==> src/rtl/alu_seq.sv <==
// Multi-cycle ALU with valid/ready handshakes on both sides.
// MUL runs as an iterative shift-add; all other ops complete in a single cycle.
module alu_seq #(
  parameter int WIDTH          = 16,
  parameter bit MUL_EARLY_EXIT = 1'b1
) (
  input  logic             clk,
  input  logic             rst,
  input  logic             in_valid,
  output logic             in_ready,
  input  logic [2:0]       alu_func,
  input  logic [WIDTH-1:0] src_a,
  input  logic [WIDTH-1:0] src_b,
  output logic             out_valid,
  input  logic             out_ready,
  output logic [WIDTH-1:0] alu_result,
  output logic             alu_zero,
  output logic             busy
);

  localparam int CNT_W = $clog2(WIDTH);
  localparam logic [CNT_W-1:0] CNT_LAST = CNT_W'(WIDTH - 1);

  localparam logic [2:0] OP_ADD  = 3'b000;
  localparam logic [2:0] OP_SUB  = 3'b001;
  localparam logic [2:0] OP_MUL  = 3'b010;
  localparam logic [2:0] OP_SLT  = 3'b011;
  localparam logic [2:0] OP_SLTS = 3'b100;
  localparam logic [2:0] OP_AND  = 3'b101;
  localparam logic [2:0] OP_OR   = 3'b110;
  localparam logic [2:0] OP_XOR  = 3'b111;

  typedef enum logic [1:0] {
    IDLE,
    MUL_BUSY,
    DONE
  } state_t;

  state_t           state;
  state_t           state_next;
  logic [WIDTH-1:0] acc;
  logic [WIDTH-1:0] mcand;
  logic [WIDTH-1:0] mplier;
  logic [CNT_W-1:0] cnt;
  logic [WIDTH-1:0] acc_sum;
  logic [WIDTH-1:0] op_result;
  logic             accept;
  logic             mul_last;

  assign in_ready  = (state == IDLE);
  assign out_valid = (state == DONE);
  assign busy      = (state != IDLE);
  assign accept    = in_valid & in_ready;

  // Early exit looks at the multiplier as it will be after this step's shift.
  assign acc_sum  = mplier[0] ? (acc + mcand) : acc;
  assign mul_last = (cnt == CNT_LAST) || (MUL_EARLY_EXIT && ((mplier >> 1) == '0));

  always_comb begin
    op_result = '0;
    case (alu_func)
      OP_ADD:  op_result = src_a + src_b;
      OP_SUB:  op_result = src_a - src_b;
      OP_SLT:  op_result = {{(WIDTH-1){1'b0}}, (src_a < src_b)};
      OP_SLTS: op_result = {{(WIDTH-1){1'b0}}, ($signed(src_a) < $signed(src_b))};
      OP_AND:  op_result = src_a & src_b;
      OP_OR:   op_result = src_a | src_b;
      OP_XOR:  op_result = src_a ^ src_b;
      default: op_result = '0;
    endcase
  end

  always_comb begin
    state_next = state;
    case (state)
      IDLE:     if (accept) state_next = (alu_func == OP_MUL) ? MUL_BUSY : DONE;
      MUL_BUSY: if (mul_last) state_next = DONE;
      DONE:     if (out_ready) state_next = IDLE;
      default:  state_next = IDLE;
    endcase
  end

  always_ff @(posedge clk or posedge rst) begin
    if (rst) state <= IDLE;
    else     state <= state_next;
  end

  // Result stays registered across DONE->IDLE so the last value remains visible.
  always_ff @(posedge clk or posedge rst) begin
    if (rst) begin
      acc        <= '0;
      mcand      <= '0;
      mplier     <= '0;
      cnt        <= '0;
      alu_result <= '0;
      alu_zero   <= 1'b1;
    end else begin
      case (state)
        IDLE: begin
          if (accept) begin
            if (alu_func == OP_MUL) begin
              acc    <= '0;
              mcand  <= src_a;
              mplier <= src_b;
              cnt    <= '0;
            end else begin
              alu_result <= op_result;
              alu_zero   <= (op_result == '0);
            end
          end
        end
        MUL_BUSY: begin
          acc    <= acc_sum;
          mcand  <= mcand << 1;
          mplier <= mplier >> 1;
          cnt    <= cnt + 1'b1;
          if (mul_last) begin
            alu_result <= acc_sum;
            alu_zero   <= (acc_sum == '0);
          end
        end
        default: ;
      endcase
    end
  end

endmodule

==> config.mk <==
export PLATFORM = sky130hd
export DESIGN_NAME = alu_seq
export DESIGN_NICKNAME = d
export VERILOG_FILES = /design/src/rtl/alu_seq.sv
export SDC_FILE = /design/constraint.sdc
export NUM_CORES = 1
export LEC_CHECK = 0
export ABC_CLOCK_PERIOD_IN_PS = 5500
export CORE_ASPECT_RATIO = 0.75
export CORE_MARGIN = 2
export CORE_UTILIZATION = 25
export CTS_BUF_LIST = sky130_fd_sc_hd__clkbuf_4
export CTS_CLUSTER_DIAMETER = 50
export DETAILED_ROUTE_END_ITERATION = 12
export DONT_BUFFER_PORTS = 1
export PLACE_DENSITY_LB_ADDON = 0.2
export REMOVE_ABC_BUFFERS = 1
export SLEW_MARGIN = 40
export SYNTH_ARGS = -nofsm -noshare
export SYNTH_HDL_FRONTEND = slang
export SYNTH_SLANG_ARGS = --single-unit
==> constraint.sdc <==
create_clock -name clk -period 5.5 [get_ports clk]
set_input_delay 1.1 -clock clk [delete_from_list [all_inputs] [get_ports clk]]
set_output_delay 1.1 -clock clk [all_outputs]
set_load 0.02 [all_outputs]
* Word-level counts from Yosys, hierarchy flattened
Index checks and enable logic that the tools add are counted.
** Cells by class
- Bitwise gates (word level) :: 4
- Mux-type cells :: 27
- Equality and inequality tests :: 15
- Add/sub/neg operators :: 4
- $lt $le $gt $ge :: 2
- Reductions and logical operators :: 11
** Operator list (number)
- $mux W16 :: 10
- $pmux W16 S2 :: 4
- $pmux W16 S7 :: 1
- $logic_not A16 Y1 :: 3
- $add A16 B16 Y16 :: 2
- $lt A16 B16 Y1 :: 2
- $and A16 B16 Y16 :: 1
- $or A16 B16 Y16 :: 1
- $sub A16 B16 Y16 :: 1
- $xor A16 B16 Y16 :: 1
- $eq A3 B3 Y1 const B :: 4
- $mux W2 :: 4
- $mux W4 :: 2
- $pmux W4 S2 :: 1
- $eq A3 B2 Y1 const B :: 2
- $ne A2 B1 Y1 const B :: 3
- $pmux W2 S3 :: 1
- $reduce_and A3 Y1 :: 2
- $add A4 B1 Y4 const B :: 1
- $eq A4 B4 Y1 const B :: 1
- $ne A2 B2 Y1 const B :: 2
- $reduce_and A4 Y1 :: 1
- $reduce_bool A2 Y1 :: 2
- $eq A3 B1 Y1 const B :: 1
- other kinds (8) :: 10
** Word-level totals
- Output and inout bits :: 20
- Flip-flop bits (word level) :: 71
- Input port bits :: 39

* Logic depth before layout (Yosys ltp)
Gate-level depths: netlist of run 1.
- Word-level depth :: 6
- Gate-level depth with buffers :: 13

* Least setup slack after synthesis of run 1
Ideal clock, no wire load.
- Kind :: input port to flip-flop
- Start :: input port src_b[1]
- End :: register alu_zero
- Path slack :: 1.844 ns
- Arrival time :: 3.595 ns
- Data required time :: 5.439 ns
- Stages :: 11
- Library setup time :: 0.061 ns
- Path through :: inv_1 > ha_1 > a211oi_4 > nor4_1 > or3_4 > o31a_1 > a221o_1 > a22oi_2 > nand4_1 > o41ai_2 > a31o_1
** Between the ends
- Cells in the longest elaborated chain, start to end :: 6
- Elaborated cells between the ends (all ways) :: 12
- Those cells by class :: 2 x add/sub; 2 x order compare; 4 x mux; 3 x bitwise; 1 x reduce/logical
** Ends and longest elaborated chain
- start, declared :: RTL line 13 : input logic [WIDTH-1:0] src_b,
- $sub A16 B16 Y16 (tied with other cells) :: RTL line 63 : OP_SUB: op_result = src_a - src_b;
- $pmux W16 S7 * :: RTL line 61 : case (alu_func)
- $logic_not A16 Y1 * :: RTL line 108 : alu_zero <= (op_result == '0);
- $mux W1 * :: RTL line 101 : if (alu_func == OP_MUL) begin
- $mux W1 * :: RTL line 100 : if (accept) begin
- $pmux W1 S2 * :: RTL line 98 : case (state)
- end signal, assigned :: RTL line 108
- end signal, assigned :: RTL line 119 : alu_zero <= (acc_sum == '0);
- end, declared :: RTL line 17 : output logic alu_zero,
Every way passes the cells marked *; elsewhere a longest branch is shown, timed or not. The select of a mux whose other input is x is not followed.
A chain may end at the register's enable or synchronous reset.

* Worst setup path after layout of run 1
- Start :: input port src_b[6]
- End :: register alu_zero
The elaborated chain is that of the path after synthesis.

==> results of run 1 <==
flip-flops by register name (all words and copies together) (netlist names):
register / cells
cnt: 4
alu_zero: 1
state: 2
mcand: 16
alu_result: 16
acc: 16
mplier: 16
cells by family after synthesis:
kind of cell    after synthesis  synth area share
fa+ha+maj                    72             0.135
compound gates              300             0.283
simple gates                284             0.194
xor+xnor                      9            0.0116
flops                        71             0.261
buf+inv                     111            0.0718
mux                          28            0.0428
layout by cell type (no fill, tap or decap), drive strengths merged, types with 7 or more instances in the layout:
| cell type | n |
|---|---|
| nor3 | 14 |
| nand3 | 24 |
| nor2b | 10 |
| inv | 58 |
| buf | 9 |
| mux2 | 9 |
| a21oi | 68 |
| nor4 | 11 |
| o31ai | 9 |
| nand2 | 104 |
| mux2i | 19 |
| o211ai | 7 |
| a211oi | 25 |
| ha | 69 |
| nand2b | 12 |
| clkbuf | 9 |
| dfrtp | 70 |
| a31oi | 7 |
| nor2 | 75 |
| clkinv | 7 |
| o22ai | 13 |
| a21o | 20 |
| o21ai | 92 |
final timing paths:
kind / start / endpoint / slack (ns) / cells past startpoint
setup / recovery: src_b[6] / alu_zero / 1.82 / 11
setup reg to reg: mplier[4] / alu_zero / 2.01 / 9
max in group asynchronous: rst / mplier[0] / 4.14 / 3
hold / removal: rst / alu_result[14] / 0.45 / 1
hold reg to reg: acc[5] / acc[5] / 0.52 / 1
min in group clk: acc[5] / acc[5] / 0.52 / 1
power groups by stage:
stage | clock network (µW) | logic [µW] | registers [µW]
after detailed placement | 0 | 1400 | 1120
final | 306 | 1410 | 1100
after global routing | 345 | 1590 | 1150
after CTS | 323 | 1410 | 1110
after floorplan | 0 | 1080 | 997
after global placement | 0 | 1400 | 1120
layer usage:
metal	vias to the layer above	track usage	routed length, µm	share of wire
li1	3093	-	-	-
met1	3031	0.266	12800	0.53
met2	199	0.221	9090	0.38
met3	21	0.0588	1950	0.081
met4	2	0.0335	269	0.011
met5	-	0	10	0.00042
per-stage QoR:
step,util,cells
4_1_cts,0.267,1198
6_report,0.268,1200
2_1_floorplan,-,823
3_5_place_dp,0.263,1182
5_1_grt,0.268,1200
3_3_place_gp,0.263,1182
final cells by class:
type,instances,share of cell area
Multi-Input combinational cell,693,0.634
Sequential cell,71,0.247
Tap cell,351,0.0611
Inverter,59,0.0310
Timing Repair Buffer,9,0.0111
Clock buffer,9,0.00940
Clock inverter,7,0.00557
Antenna cell,1,0.000348
critical path, cell delays in order:
cell	delay [ns]
inv_1	0.05
ha_1	0.44
nor2b_1	0.26
nor4_1	0.09
a211oi_1	0.61
o21ai_0	0.31
a221o_1	0.37
a22oi_2	0.28
nand4_1	0.14
o41ai_2	0.33
a31o_1	0.14
==> results.json, run 1 <==
{
  "finalHoldViolations": 0,
  "io_buffers": 0,
  "seq_power_share": 0.391,
  "place_area_um2": 7060,
  "peakVddDrop_mv": 0.211,
  "grt_usage": 0.171,
  "synthFlopType": "dfrtp_1",
  "holdWs_ns": 0.449,
  "cts_hold_buf": 0,
  "synthTopCellsByCount": "nand2_1 (104), o21ai_0 (87), nor2_1 (75)",
  "syn_area_per_cell_um2": 7.79,
  "multi_input_area_um2": 4560,
  "n_fill_cell": 2973,
  "ys_seq_elements": 71,
  "gr-total-overflow": 0,
  "antenna_found_initial": 2,
  "numCtsBuffers": 9,
  "syn_inst": 875,
  "initial_core_util": 0.254,
  "clock-sinks": 71,
  "ant_nets": 0,
  "power.internal_uw": 1420,
  "clkTransAtPathRegs_ns": 0.14,
  "postCtsSetupBuffers": 0,
  "path_max_fanout": 12,
  "grt_pass1_wl_mm": 37.4,
  "coreArea_um2": 26900,
  "synth_edf_count": 0,
  "gp_congestion": 0.923,
  "rsz0062_at_grt": "false",
  "p_switching_uw": 1400,
  "tritoncts": "yes",
  "synthArstFlopShare": 1.00,
  "cts_root_buf": "clkbuf_4",
  "seq_area_um2": 1780,
  "finalCritPeriodShare": 0.669,
  "yosys_warnings": 0,
  "grt_max_degree": 76,
  "maxSlewViolCount": 0,
  "vias": 6346,
  "die_y_um": 147,
  "grt_pass1_vias": 5906,
  "power.leakage_uw": 0.00318,
  "clkPwrFrac": 0.108,
  "drv_cap": 0,
  "dr.pass1.iters": 6,
  "drt_wl_total_mm": 24.1,
  "finalSetupViolCount": 0,
  "dpl.hpwl_mm": 18.6,
  "finalNetCount": 954,
  "ys_seq_area_frac": 0.261,
  "drive_gt1_frac": 0.0578,
  "slew_headroom": 0.458,
  "clk_latency_ns": 0.48,
  "hold_path_class": "input port to async pin",
  "max_freq_ghz": 0.272,
  "fin_crit_ns": 3.68,
  "rows": 52,
  "syn_to_final_growth_pct": 5.49,
  "synth_top_area_frac": 0.257,
  "switching_share": 0.496,
  "synth_top_area_cell": "dfrtp_1",
  "p_per_area_nw_per_um2": 393,
  "worst_clock_skew_ns": 0.0237,
  "fp.dieW_um": 195,
  "die-area_um2": 28600,
  "wl_per_cell_um": 20.1,
  "via_per_inst": 5.29,
  "critPathArrivalTime_ns": 4.11,
  "clock_path_buffers": 2,
  "critPathKind": "input port to register",
  "drt-initial-drc-count": 491,
  "crit_required_ns": 5.93,
  "worst-slew-pin-transition_ns": 0.807,
  "yosysMostFrequentCell": "nand2_1",
  "timing.setup.tns_ns": 0,
  "remaining_drc_errors": 0,
  "synth.distinct_cells": 78,
  "p_comb_frac": 0.501,
  "yosys-top-cells-area": "dfrtp_1 (26%), ha_1 (13%), o21ai_0 (6.4%)",
  "crit_path_end_kind": "register",
  "status": "completed",
  "synth_area_um2": 6820,
  "finalPower_uw": 2820,
  "start_kind": "input port",
  "h-tree-depth": 3,
  "dpl_worst_slack_ns": 1.41,
  "design_area_um2": 7190,
  "fin_ws_ns": 1.82,
  "ioPinCount": 59,
  "ctsResizeCount": 0
}
Note: power is estimated with default switching activity, not from simulation.
==> run 2, diff against run 1 <==
--- a/config.mk
+++ b/config.mk
@@ -5,7 +5,7 @@
 export SDC_FILE = /design/constraint.sdc
 export NUM_CORES = 1
 export LEC_CHECK = 0
-export ABC_CLOCK_PERIOD_IN_PS = 5500
+export ABC_CLOCK_PERIOD_IN_PS = 3500
 export CORE_ASPECT_RATIO = 0.75
 export CORE_MARGIN = 2
 export CORE_UTILIZATION = 25
==> constraint.sdc (replaced) <==
create_clock -name clk -period 3.5 [get_ports clk]
set_input_delay 0.7 -clock clk [delete_from_list [all_inputs] [get_ports clk]]
set_output_delay 0.7 -clock clk [all_outputs]
set_load 0.02 [all_outputs]
==> run 2 against run 1 <==
Compared with the run above:
- sequential cell count is the same
- via count grew 3.8%
- die area is the same
- setup slack lost 1.6 ns
- register-to-register slack lost 1.8 ns
- clock skew shrank 0.00094 ns
- first-iteration DRC count grew 18%
- clock power grew 84%
- critical path type is now register to register
- critical endpoint is now alu_result[14]
==> results.json, run 2 (same netlist as run 1, synthesis figures left out) <==
{
  "gr-total-overflow": 0,
  "antenna_found_initial": 2,
  "dr.pass1.iters": 5,
  "n_fill_cell": 2942,
  "gp_congestion": 0.870,
  "cts_root_buf": "clkbuf_4",
  "fp.dieW_um": 195,
  "crit_required_ns": 3.88,
  "die_y_um": 147,
  "clkTransAtPathRegs_ns": 0.13,
  "vias": 6586,
  "clock-sinks": 71,
  "hold_path_class": "input port to async pin",
  "slew_headroom": 0.476,
  "fin_crit_ns": 3.30,
  "drive_gt1_frac": 0.109,
  "clock_path_buffers": 2,
  "grt_max_degree": 76,
  "wl_per_cell_um": 19.4,
  "coreArea_um2": 26900,
  "path_max_fanout": 3,
  "grtUsageMet3": 0.0434,
  "start_kind": "register",
  "finalPower_uw": 4660,
  "ctsResizeCount": 0,
  "die-area_um2": 28600,
  "timing.setup.tns_ns": 0,
  "syn_to_final_growth_pct": 11.3,
  "maxSlewViolCount": 0,
  "final_cell_mix": "nand2_1 (104), o21ai_0 (87), nor2_1 (74)",
  "p_per_area_nw_per_um2": 614,
  "worst-slew-pin-transition_ns": 0.785,
  "ioPinCount": 59,
  "max_freq_ghz": 0.303,
  "drv_cap": 0,
  "remaining_drc_errors": 0,
  "critPathKind": "register to register",
  "dpl.hpwl_mm": 18.8,
  "grt_pass1_vias": 6114,
  "tritoncts": "yes",
  "rsz0062_at_grt": "false",
  "drt-initial-drc-count": 579,
  "rows": 52,
  "grt_pass1_wl_mm": 38.0,
  "cts_hold_buf": 0,
  "ant_nets": 0,
  "worst_clock_skew_ns": 0.0228,
  "io_buffers": 0,
  "postCtsSetupBuffers": 0,
  "status": "completed",
  "peakVddDrop_mv": 0.267,
  "finalHoldViolations": 0,
  "finalCritPeriodShare": 0.944,
  "global_route.usage.met2": 0.227,
  "top_usage_layer": "met1",
  "via_per_inst": 5.26,
  "crit_path_end_kind": "register",
  "drt_wl_total_mm": 24.3,
  "h-tree-depth": 3,
  "finalSetupViolCount": 0,
  "finalNetCount": 1006,
  "initial_core_util": 0.254,
  "use_met1": 0.280,
  "clk_latency_ns": 0.49,
  "power.leakage_uw": 0.00344,
  "critPathArrivalTime_ns": 3.69,
  "final_common_cell": "nand2_1",
  "grt_usage": 0.174,
  "numCtsBuffers": 9
}
## run 2: cell types whose count changed in the layout (fill, tap and decap cells not counted)
cell	change
nor2_1	+1
dfrtp_1	+1
buf_12	-1
nor2_2	-1
clkinv_2	-2
dfrtp_2	-1
buf_4	+53
bufinv_16	+1
clkinv_1	+1
## run 2: worst max-delay path, cell delays in order (launching register included)
cell       delay, ns
dfrtp_1         0.41
ha_1            0.26
fa_1            0.42
a211oi_1        0.37
o21a_1          0.22
o21ba_2         0.18
a211oi_1        0.08
o21a_1          0.22
or3_1           0.31
a31oi_1         0.17
buf_4           0.15
a2bb2oi_1       0.22
buf_4           0.15
o21ai_0         0.07
## run 2: stage by stage
step	worst slack [ns]	cells	instance area [µm²]	hold WS, ns	utilization
finish	0.196	1252	7590	0.0829	0.282
global route	0.0115	1252	7590	0.0902	0.282
CTS	0.206	1251	7580	0.0834	0.282
detailed placement	-0.117	1235	7450	0.496	0.277
global placement	-0.0346	1235	7450	0.492	0.277
floorplan	0.0325	823	6550	0.470	-
## run 2: layout make-up
type / count / area, µm² / share of cell area
Tap cell: 351 / 439 / 0.0579
Multi-Input combinational cell: 693 / 4560 / 0.600
Clock inverter: 7 / 63.8 / 0.00841
Inverter: 59 / 223 / 0.0294
Sequential cell: 71 / 1780 / 0.234
Timing Repair Buffer: 61 / 458 / 0.0604
Antenna cell: 1 / 2.50 / 0.000330
Clock buffer: 9 / 67.6 / 0.00891
## run 2: layer usage
layer / part of all wire / routed length, µm / vias up
li1: - / - / 3200
met1: 0.54 / 13100 / 3168
met2: 0.38 / 9330 / 200
met3: 0.069 / 1690 / 16
met4: 0.0069 / 167 / 2
met5: 0.00054 / 13 / -
## run 2: path summary, 6_finish.rpt
check | from | to | slack [ns] | cells after the start
worst min register to register | mplier[13] | mplier[12] | 0.52 | 2
worst max register to register | acc[0] | alu_result[14] | 0.20 | 13
min in group clk | out_ready | state[1] | 0.31 | 1
worst max-delay path | acc[0] | alu_result[14] | 0.20 | 13
max in group asynchronous | rst | acc[2] | 2.60 | 2
worst min-delay path | rst | cnt[0] | 0.08 | 1
## run 2: power by group
group / leakage (µW) / internal (µW) / switching, µW
combinational: 0.00247 / 1050 / 1380
sequential: 0.000896 / 1190 / 484
clock: 0.0000708 / 211 / 352
